--- config.mk ---
export PLATFORM = sky130hd
export DESIGN_NAME = i2c_bit_controller
export DESIGN_NICKNAME = d
export VERILOG_FILES = /design/src/rtl/i2c_pkg.sv /design/src/rtl/i2c_quarter_timer.sv /design/src/rtl/i2c_bit_controller.sv
export SDC_FILE = /design/constraint.sdc
export NUM_CORES = 1
export LEC_CHECK = 0
export ABC_AREA = 1
export CAP_MARGIN = 20
export CORE_UTILIZATION = 31
export DETAILED_ROUTE_END_ITERATION = 8
export PLACE_DENSITY = 0.56
export SLEW_MARGIN = 20
export SYNTH_ARGS = -nofsm -noshare
export SYNTH_HDL_FRONTEND = slang
export SYNTH_SLANG_ARGS = --single-unit
--- constraint.sdc ---
create_clock -name clk -period 3.1 [get_ports clk]
set_input_delay 0.62 -clock clk [delete_from_list [all_inputs] [get_ports clk]]
set_output_delay 0.62 -clock clk [all_outputs]
set_load 0.01 [all_outputs]
--- src/rtl/i2c_pkg.sv ---
// i2c_pkg: shared command/phase types and quarter-period helper for the I2C bit controller
package i2c_pkg;

    typedef enum logic [1:0] {
        CMD_START = 2'd0,
        CMD_STOP  = 2'd1,
        CMD_WRITE = 2'd2,
        CMD_READ  = 2'd3
    } cmd_t;

    typedef enum logic [2:0] {
        IDLE = 3'd0,
        PH_A = 3'd1,
        PH_B = 3'd2,
        PH_C = 3'd3,
        PH_D = 3'd4
    } phase_t;

    function automatic int quarter_count(input int in_hz, input int out_hz);
        return in_hz / (4 * out_hz);
    endfunction

endpackage

--- src/rtl/i2c_quarter_timer.sv ---
// i2c_quarter_timer: counts one quarter SCL period, pausable, with a terminal-count pulse
module i2c_quarter_timer #(
    parameter int QUARTER = 5
) (
    input  logic clk,
    input  logic rst_n,
    input  logic clear,
    input  logic hold,
    output logic tc
);

    localparam int CW = (QUARTER > 2) ? $clog2(QUARTER) : 1;

    logic [CW-1:0] count;

    assign tc = !clear && !hold && (count == CW'(QUARTER - 1));

    // counter restarts at every phase boundary and freezes while held
    always_ff @(posedge clk) begin
        if (!rst_n || clear || tc)
            count <= '0;
        else if (!hold)
            count <= count + 1'b1;
    end

endmodule

--- src/rtl/i2c_bit_controller.sv ---
// i2c_bit_controller: per-command four-phase SCL/SDA sequencer (optional I2C_CLOCK_STRETCH_EN)
module i2c_bit_controller
    import i2c_pkg::*;
#(
    parameter int INPUT_CLOCK_SPEED  = 2000000,
    parameter int OUTPUT_CLOCK_SPEED = 100000
) (
    input  logic clk,
    input  logic rst_n,
    input  logic cmd_valid,
    output logic cmd_ready,
    input  cmd_t cmd,
    input  logic cmd_bit,
    input  logic scl_in,
    input  logic sda_in,
    output logic scl_oe,
    output logic sda_oe,
    output logic rsp_valid,
    output logic rsp_bit,
    output logic stretching
);

    localparam int QUARTER = quarter_count(INPUT_CLOCK_SPEED, OUTPUT_CLOCK_SPEED);

    generate
        if (QUARTER < 2) begin : g_bad_quarter
            $error("i2c_bit_controller: QUARTER must be at least 2");
        end
    endgenerate

    phase_t state, state_nxt;
    cmd_t   cmd_q, cmd_eff;
    logic   bit_q, bit_eff;
    logic   accept, tc, hold;
    logic   scl_nxt, sda_nxt;

    assign cmd_ready = (state == IDLE);
    assign accept    = cmd_valid && cmd_ready;

`ifdef I2C_CLOCK_STRETCH_EN
    assign hold = (state == PH_B) && !scl_in;
`else
    logic unused_scl_in;
    assign unused_scl_in = scl_in;
    assign hold = 1'b0;
`endif

    assign stretching = hold;

    i2c_quarter_timer #(.QUARTER(QUARTER)) u_timer (
        .clk   (clk),
        .rst_n (rst_n),
        .clear (state == IDLE),
        .hold  (hold),
        .tc    (tc)
    );

    // state, latched command and registered line/response outputs
    always_ff @(posedge clk) begin
        if (!rst_n) begin
            state     <= IDLE;
            cmd_q     <= CMD_START;
            bit_q     <= 1'b0;
            scl_oe    <= 1'b0;
            sda_oe    <= 1'b0;
            rsp_valid <= 1'b0;
            rsp_bit   <= 1'b0;
        end else begin
            state     <= state_nxt;
            scl_oe    <= scl_nxt;
            sda_oe    <= sda_nxt;
            rsp_valid <= (state == PH_D) && tc;
            if (accept) begin
                cmd_q <= cmd;
                bit_q <= cmd_bit;
            end
            if ((state == PH_C) && tc && (cmd_q == CMD_WRITE || cmd_q == CMD_READ))
                rsp_bit <= sda_in;
        end
    end

    // phase sequencing: each phase ends on the timer's terminal count
    always_comb begin
        state_nxt = state;
        case (state)
            IDLE:    state_nxt = accept ? PH_A : IDLE;
            PH_A:    state_nxt = tc ? PH_B : PH_A;
            PH_B:    state_nxt = tc ? PH_C : PH_B;
            PH_C:    state_nxt = tc ? PH_D : PH_C;
            PH_D:    state_nxt = tc ? IDLE : PH_D;
            default: state_nxt = IDLE;
        endcase
    end

    // line levels for the phase being entered; lines hold within a phase and in IDLE
    always_comb begin
        cmd_eff = accept ? cmd : cmd_q;
        bit_eff = accept ? cmd_bit : bit_q;
        scl_nxt = scl_oe;
        sda_nxt = sda_oe;
        if (state_nxt != state && state_nxt != IDLE) begin
            case (cmd_eff)
                CMD_START: begin
                    scl_nxt = (state_nxt == PH_A) ? scl_oe : (state_nxt == PH_D);
                    sda_nxt = (state_nxt == PH_C) || (state_nxt == PH_D);
                end
                CMD_STOP: begin
                    scl_nxt = (state_nxt == PH_A);
                    sda_nxt = (state_nxt != PH_D);
                end
                CMD_WRITE: begin
                    scl_nxt = (state_nxt == PH_A) || (state_nxt == PH_D);
                    sda_nxt = ~bit_eff;
                end
                default: begin
                    scl_nxt = (state_nxt == PH_A) || (state_nxt == PH_D);
                    sda_nxt = 1'b0;
                end
            endcase
        end
    end

endmodule

### Word-level counts from Yosys, hierarchy flattened

Cells that the tools add are included.
W data, S select, Z words.

* logic and storage cells: 53
* register bits: 13
* input bits: 8
* output and inout port bits: 6

* add/subtract/negate cells: 1
* bitwise gates (word level): 1
* equal/unequal tests: 15
* reduce and logical (&&, ||, !) cells: 17
* multiplexer cells: 11

Operators with widths (count)
* $pmux W3 S5: 1
* $eq A3 B2 Y1 const B: 3
* $eq A3 B3 Y1 const B: 3
* $eq A2 B2 Y1 const B: 3
* $eq A3 B1 Y1 const B: 2
* $logic_and A1 B1 Y1: 6
* $mux W3: 2
* $logic_or A1 B1 Y1: 5
* $mux W1: 4
* $mux W2: 2
* $add A3 B1 Y3 const B: 1
* $logic_not A3 Y1: 1
* $ne A3 B3 Y1: 1
* $ne A3 B3 Y1 const B: 1
* $pmux W1 S3: 1
* $reduce_bool A3 Y1: 1
* $eq A2 B1 Y1 const B: 1
* $logic_not A1 Y1: 2
* $logic_not A2 Y1: 1
* $ne A2 B2 Y1 const B: 1
* $pmux W1 S2: 1
* $reduce_and A2 Y1: 1
* $not A1 Y1: 1

### Longest topological paths before layout

* depth after elaboration: 8
* gate-level depth with buffers: 13
* depth with buffers taken out: 13

### Hierarchy

From an unflattened synthesis, not the netlist that was laid out.

* cells, all modules: 140
* area total of the unflattened synthesis: 884.6 um^2

By module, submodules not included
* i2c_bit_controller: times used 1, area each 703.2 um^2, cells an instance 112, sequential area each 200.2 um^2
* i2c_quarter_timer: times used 1, area each 181.4 um^2, cells an instance 28, sequential area each 60.1 um^2

### Least setup slack after synthesis

No wires, ideal clock.

* path type: flip-flop to flip-flop
* start point: reg u_timer.count[0]
* end point: reg scl_oe
* data arrival time: 1.338 ns
* path buffers: 0
* path slack: 1.647 ns
* period minus slack after synthesis: 1.453 ns
* setup time: 0.115 ns
* stages on the path, launching flop included: 11
* data required time: 2.985 ns
* path through: dfxtp_1 -> inv_1 -> ha_1 -> nand2_1 -> inv_1 -> nand3_1 -> nand3_4 -> a21oi_2 -> inv_2 -> a21oi_1 -> nor2_1

* cells in the longest elaborated chain, start to end: 7
* elaborated cells on any way between the ends: 17
* those cells by class: eq/ne (5); mux (7); reduce/logical (5)

Ends and longest elaborated chain
* start: declaration: RTL line i2c_quarter_timer.sv:14 `logic [CW-1:0] count;`
* start signal: assignment: RTL line i2c_quarter_timer.sv:23 `count <= count + 1'b1;`
* $eq A3 B3 Y1 *: RTL line i2c_quarter_timer.sv:16 `assign tc = !clear && !hold && (count == CW'(QUARTER - 1));`
* $logic_and A1 B1 Y1 *: RTL line i2c_quarter_timer.sv:16
* $mux W3, or another cell as far along: RTL line i2c_bit_controller.sv:89 `PH_C: state_nxt = tc ? PH_D : PH_C;`
* $pmux W3 S5 *: RTL line i2c_bit_controller.sv:85 `case (state)`
* $eq A3 B3 Y1, or another cell as far along: RTL line i2c_bit_controller.sv:104, i2c_bit_controller.sv:112, i2c_bit_controller.sv:116
* $mux W1, or another cell as far along: RTL line i2c_bit_controller.sv:104 `scl_nxt = (state_nxt == PH_A) ? scl_oe : (state_nxt == PH_D);`
* $pmux W1 S2 / $reduce_and A2 Y1 (equally long branches)
* end signal: assignment: RTL line i2c_bit_controller.sv:70 `scl_oe <= scl_nxt;`
* end: declaration: RTL line i2c_bit_controller.sv:16 `output logic scl_oe,`

Every way passes the cells marked *; elsewhere a longest branch is shown, timed or not. The select of a mux whose other input is x is not followed.
A chain may end at the register's enable or synchronous reset.

### Final worst setup path

* start point: reg state[1]
* end point: out cmd_ready

* cells in the longest elaborated chain, start to end: 1

Ends and longest elaborated chain
* start: declaration: RTL line i2c_bit_controller.sv:31 `phase_t state, state_nxt;`
* start signal: assignment: RTL line i2c_bit_controller.sv:69 `state <= state_nxt;`
* $logic_not A3 Y1: RTL line i2c_bit_controller.sv:37 `assign cmd_ready = (state == IDLE);`
* end: declaration: RTL line i2c_bit_controller.sv:11 `output logic cmd_ready,`

No other way between the ends.

==> results.md <==
- Resize count post-CTS: 0
- Core region area: 2233 um^2
- Multi-input logic area: 397.9 um^2
- Worst Skew: 7.056 ps
- Bufs and invs on worst path: 2
- Fillers: 252
- Post-Layout Cell Count: 150
- Top cell type by total area after synthesis: dfxtp_1
- Hold endpoint: rsp_bit$_SDFFE_PN0P_
- RSZ-0062 raised after global routing: false
- Port bufs: 11
- Final ANT Viol Nets: 0
- Number of global-route vias before repair: 611
- Critical Path Max Stage Delay: 520 ps
- Synth top area share: 0.3496
- Fin worst setup slack: 900.4 ps
- Hold-fix buffers, CTS: 0
- Most frequent cells in the layout: nand2_1, inv_1, dfxtp_1
- I/O pin cnt: 14
- Worst-skew pair later-pin latency: 270 ps
- Crit path kind: register to output port
- Setup TNS: 0 ps
- TritonCTS sink count: 13
- CP delay by family, top: buffers and inverters
- R2R depth: 11
- YS warnings: 0
- Final setup fails: 0
- Cell with the largest stage delay on the worst path: clkdlybuf4s50_1
- Via density: 4.567
- Hold Crit Depth: 2
- Num CTS Buffers: 3
- Register area share after synthesis: 0.3496
- PwrDens: 400.3 nW/um^2
- Die Y-Extent: 51.01 um
- CP max FO: 8
- Met3 GRT Util: 0.02976
- DP HPWL: 1116 um
- Tot GR Track Use: 0.1274
- CP Cell Sequence: nor2_4 -> nand2_1 -> inv_1 -> clkdlybuf4s50_1
- Core Rows: 17
- Reg2reg end: scl_oe$_SDFFE_PN0P_
- Post-synthesis cell type count: 23
- Hold Crit Class: register to register
- Highest clock rate: 454.6 MHz
- First-pass GRT wire length: 2456 um
- Placed cells: 146
- Tot Pwr: 0.3636 mW
- Layout area overhead: 22.02%
- Met2 usage: 0.1996
- Most common cell after layout, fill and taps aside: nand2_1
- # diodes: 0
- Period utilization: 0.7095
- Initial Utilization: 0.3333
- Startpoint types: register
- Peak VDD IR: 0.1984 mV
- Arrival @ worst endpoint: 1580 ps
- Max-cap violations: 0
- Worst EP required: 2480 ps
- Syn Nets: 118
- Largest net degree at the start of global routing: 9
- DIE AREA: 2602 um^2
- Endpoint class of the critical path: output port
- Most used routing layer: met2
- Final Wtd Congestion: 0.7903
- Layout Nets: 133
- Leak: 0.4416 nW
- Synth Instances: 108
- WL per Instance: 9.627 um
- Mapped Area: 744.5 um^2
- Hold path startpoint: rsp_bit$_SDFFE_PN0P_
- Clock Path Buffers: 2
- Met1 Use GR: 0.1597
- H-tree Lvls: 1
- CTS tree: built
- Reg2reg setup slack: 1470 ps
- Final min period: 2200 ps
- Initial antenna violation count: 0
- Status: finished, final reports clean
- DRT iter0 DRCs: 9
- DR DRC count: 0
- Setup bufs post-CTS: 0
- Yosys reg bits: 13
- WL final: 1444 um
- Total grt overflow: 0
- Clock transition at path regs: 80 ps
- Die X-Extent: 51.01 um
- Final Max Tran Viols: 0
- Via count: 685
- Share of layout cells above drive strength 1: 0.1393
- Reg2reg start: u_timer.count[0]$_SDFF_PP0_
- Drt pass-1 iters: 4
- Critical path launch point: state[1]$_SDFF_PN0_
- Largest cells by area after synthesis: dfxtp_1, nand2_1, inv_1
- Clk root buf: clkbuf_4
- Final Hold Fails: 0
- Avg Inst Size Synth: 6.893 um^2
- Reg area: 260.3 um^2
- Pre-CTS WS: 1035 ps
## logic make-up (layout without fill, tap and decap cells)
| logic type | Yosys count | in the layout | share of synthesized area |
|---|---|---|---|
| other | 1 | 1 | 0.005037 |
| buffers and inverters | 22 | 36 | 0.1160 |
| DFF | 13 | 13 | 0.3496 |
| xor gates and xnor gates | 1 | 1 | 0.01177 |
| and+or+nand+nor | 63 | 63 | 0.4302 |
| AOI/OAI and AO/OA | 6 | 6 | 0.05378 |
| adders and majority gates | 2 | 2 | 0.03361 |
## flip-flops by register name, indices dropped and copies added (netlist names)
register,flops
bit_q,1
rsp_bit,1
u_timer.count,3
rsp_valid,1
scl_oe,1
cmd_q,2
state,3
sda_oe,1
## power by group
group / leakage (nW) / switching (mW) / internal [mW] / total [mW]
logic: 0.320 / 0.0433 / 0.0339 / 0.0772
registers: 0.106 / 0.00596 / 0.175 / 0.181
clock network: 0.0150 / 0.0553 / 0.0498 / 0.105
## metal layers
metal	vias up	routed length, um
met5	-	0
met4	0	8
met3	2	54
met2	8	674
met1	310	707
li1	365	-
## stage by stage
stage,utilization,area (um^2),hold WS (ps)
floorplan,-,744.5,417.3
global placement,0.3950,882.1,428.8
detailed placement,0.3950,882.1,444.0
CTS,0.4067,908.4,458.8
global route,0.4067,908.4,479.1
finish,0.4067,908.4,450.1
## cells in the mapped netlist, drive strengths merged
cell and n:
a21oi 4, buf 1, conb 1, dfxtp 13, ha 2, inv 21
nand2 32, nand3 8, nand3b 2, nand4 5, nor2 14, nor3 1
nor4 1, o21ai 1, o21bai 1, xnor2 1
## worst reg2reg max path, cell delays in order (launching register included)
cell and delay (ps):
dfxtp_1 360, inv_1 50, ha_1 180, nand2_1 190
inv_1 120, nand3_1 130, nand3_4 90, a21oi_2 170
inv_2 60, nand3b_1 90, nand2_1 50, nor2_1 80
## layout make-up
type | instances | area share
clock buffers | 4 | 0.02893
inverters | 21 | 0.08678
multi-input cells | 73 | 0.4380
flip-flops and latches | 13 | 0.2865
well taps | 28 | 0.03857
repair buffers | 11 | 0.1212
## worst max-delay path by stage
| stage | to | slack, ps | cells past startpoint |
|---|---|---|---|
| after global routing | cmd_ready | 780 | 4 |
| final | cmd_ready | 900 | 4 |
| after global placement | scl_oe$_SDFFE_PN0P_ | 1060 | 8 |
| after detailed placement | scl_oe$_SDFFE_PN0P_ | 1040 | 8 |
| after CTS | cmd_ready | 870 | 4 |
| after floorplan | scl_oe$_SDFFE_PN0P_ | 1650 | 10 |
No activity file was read; power rests on OpenSTA's default activity.
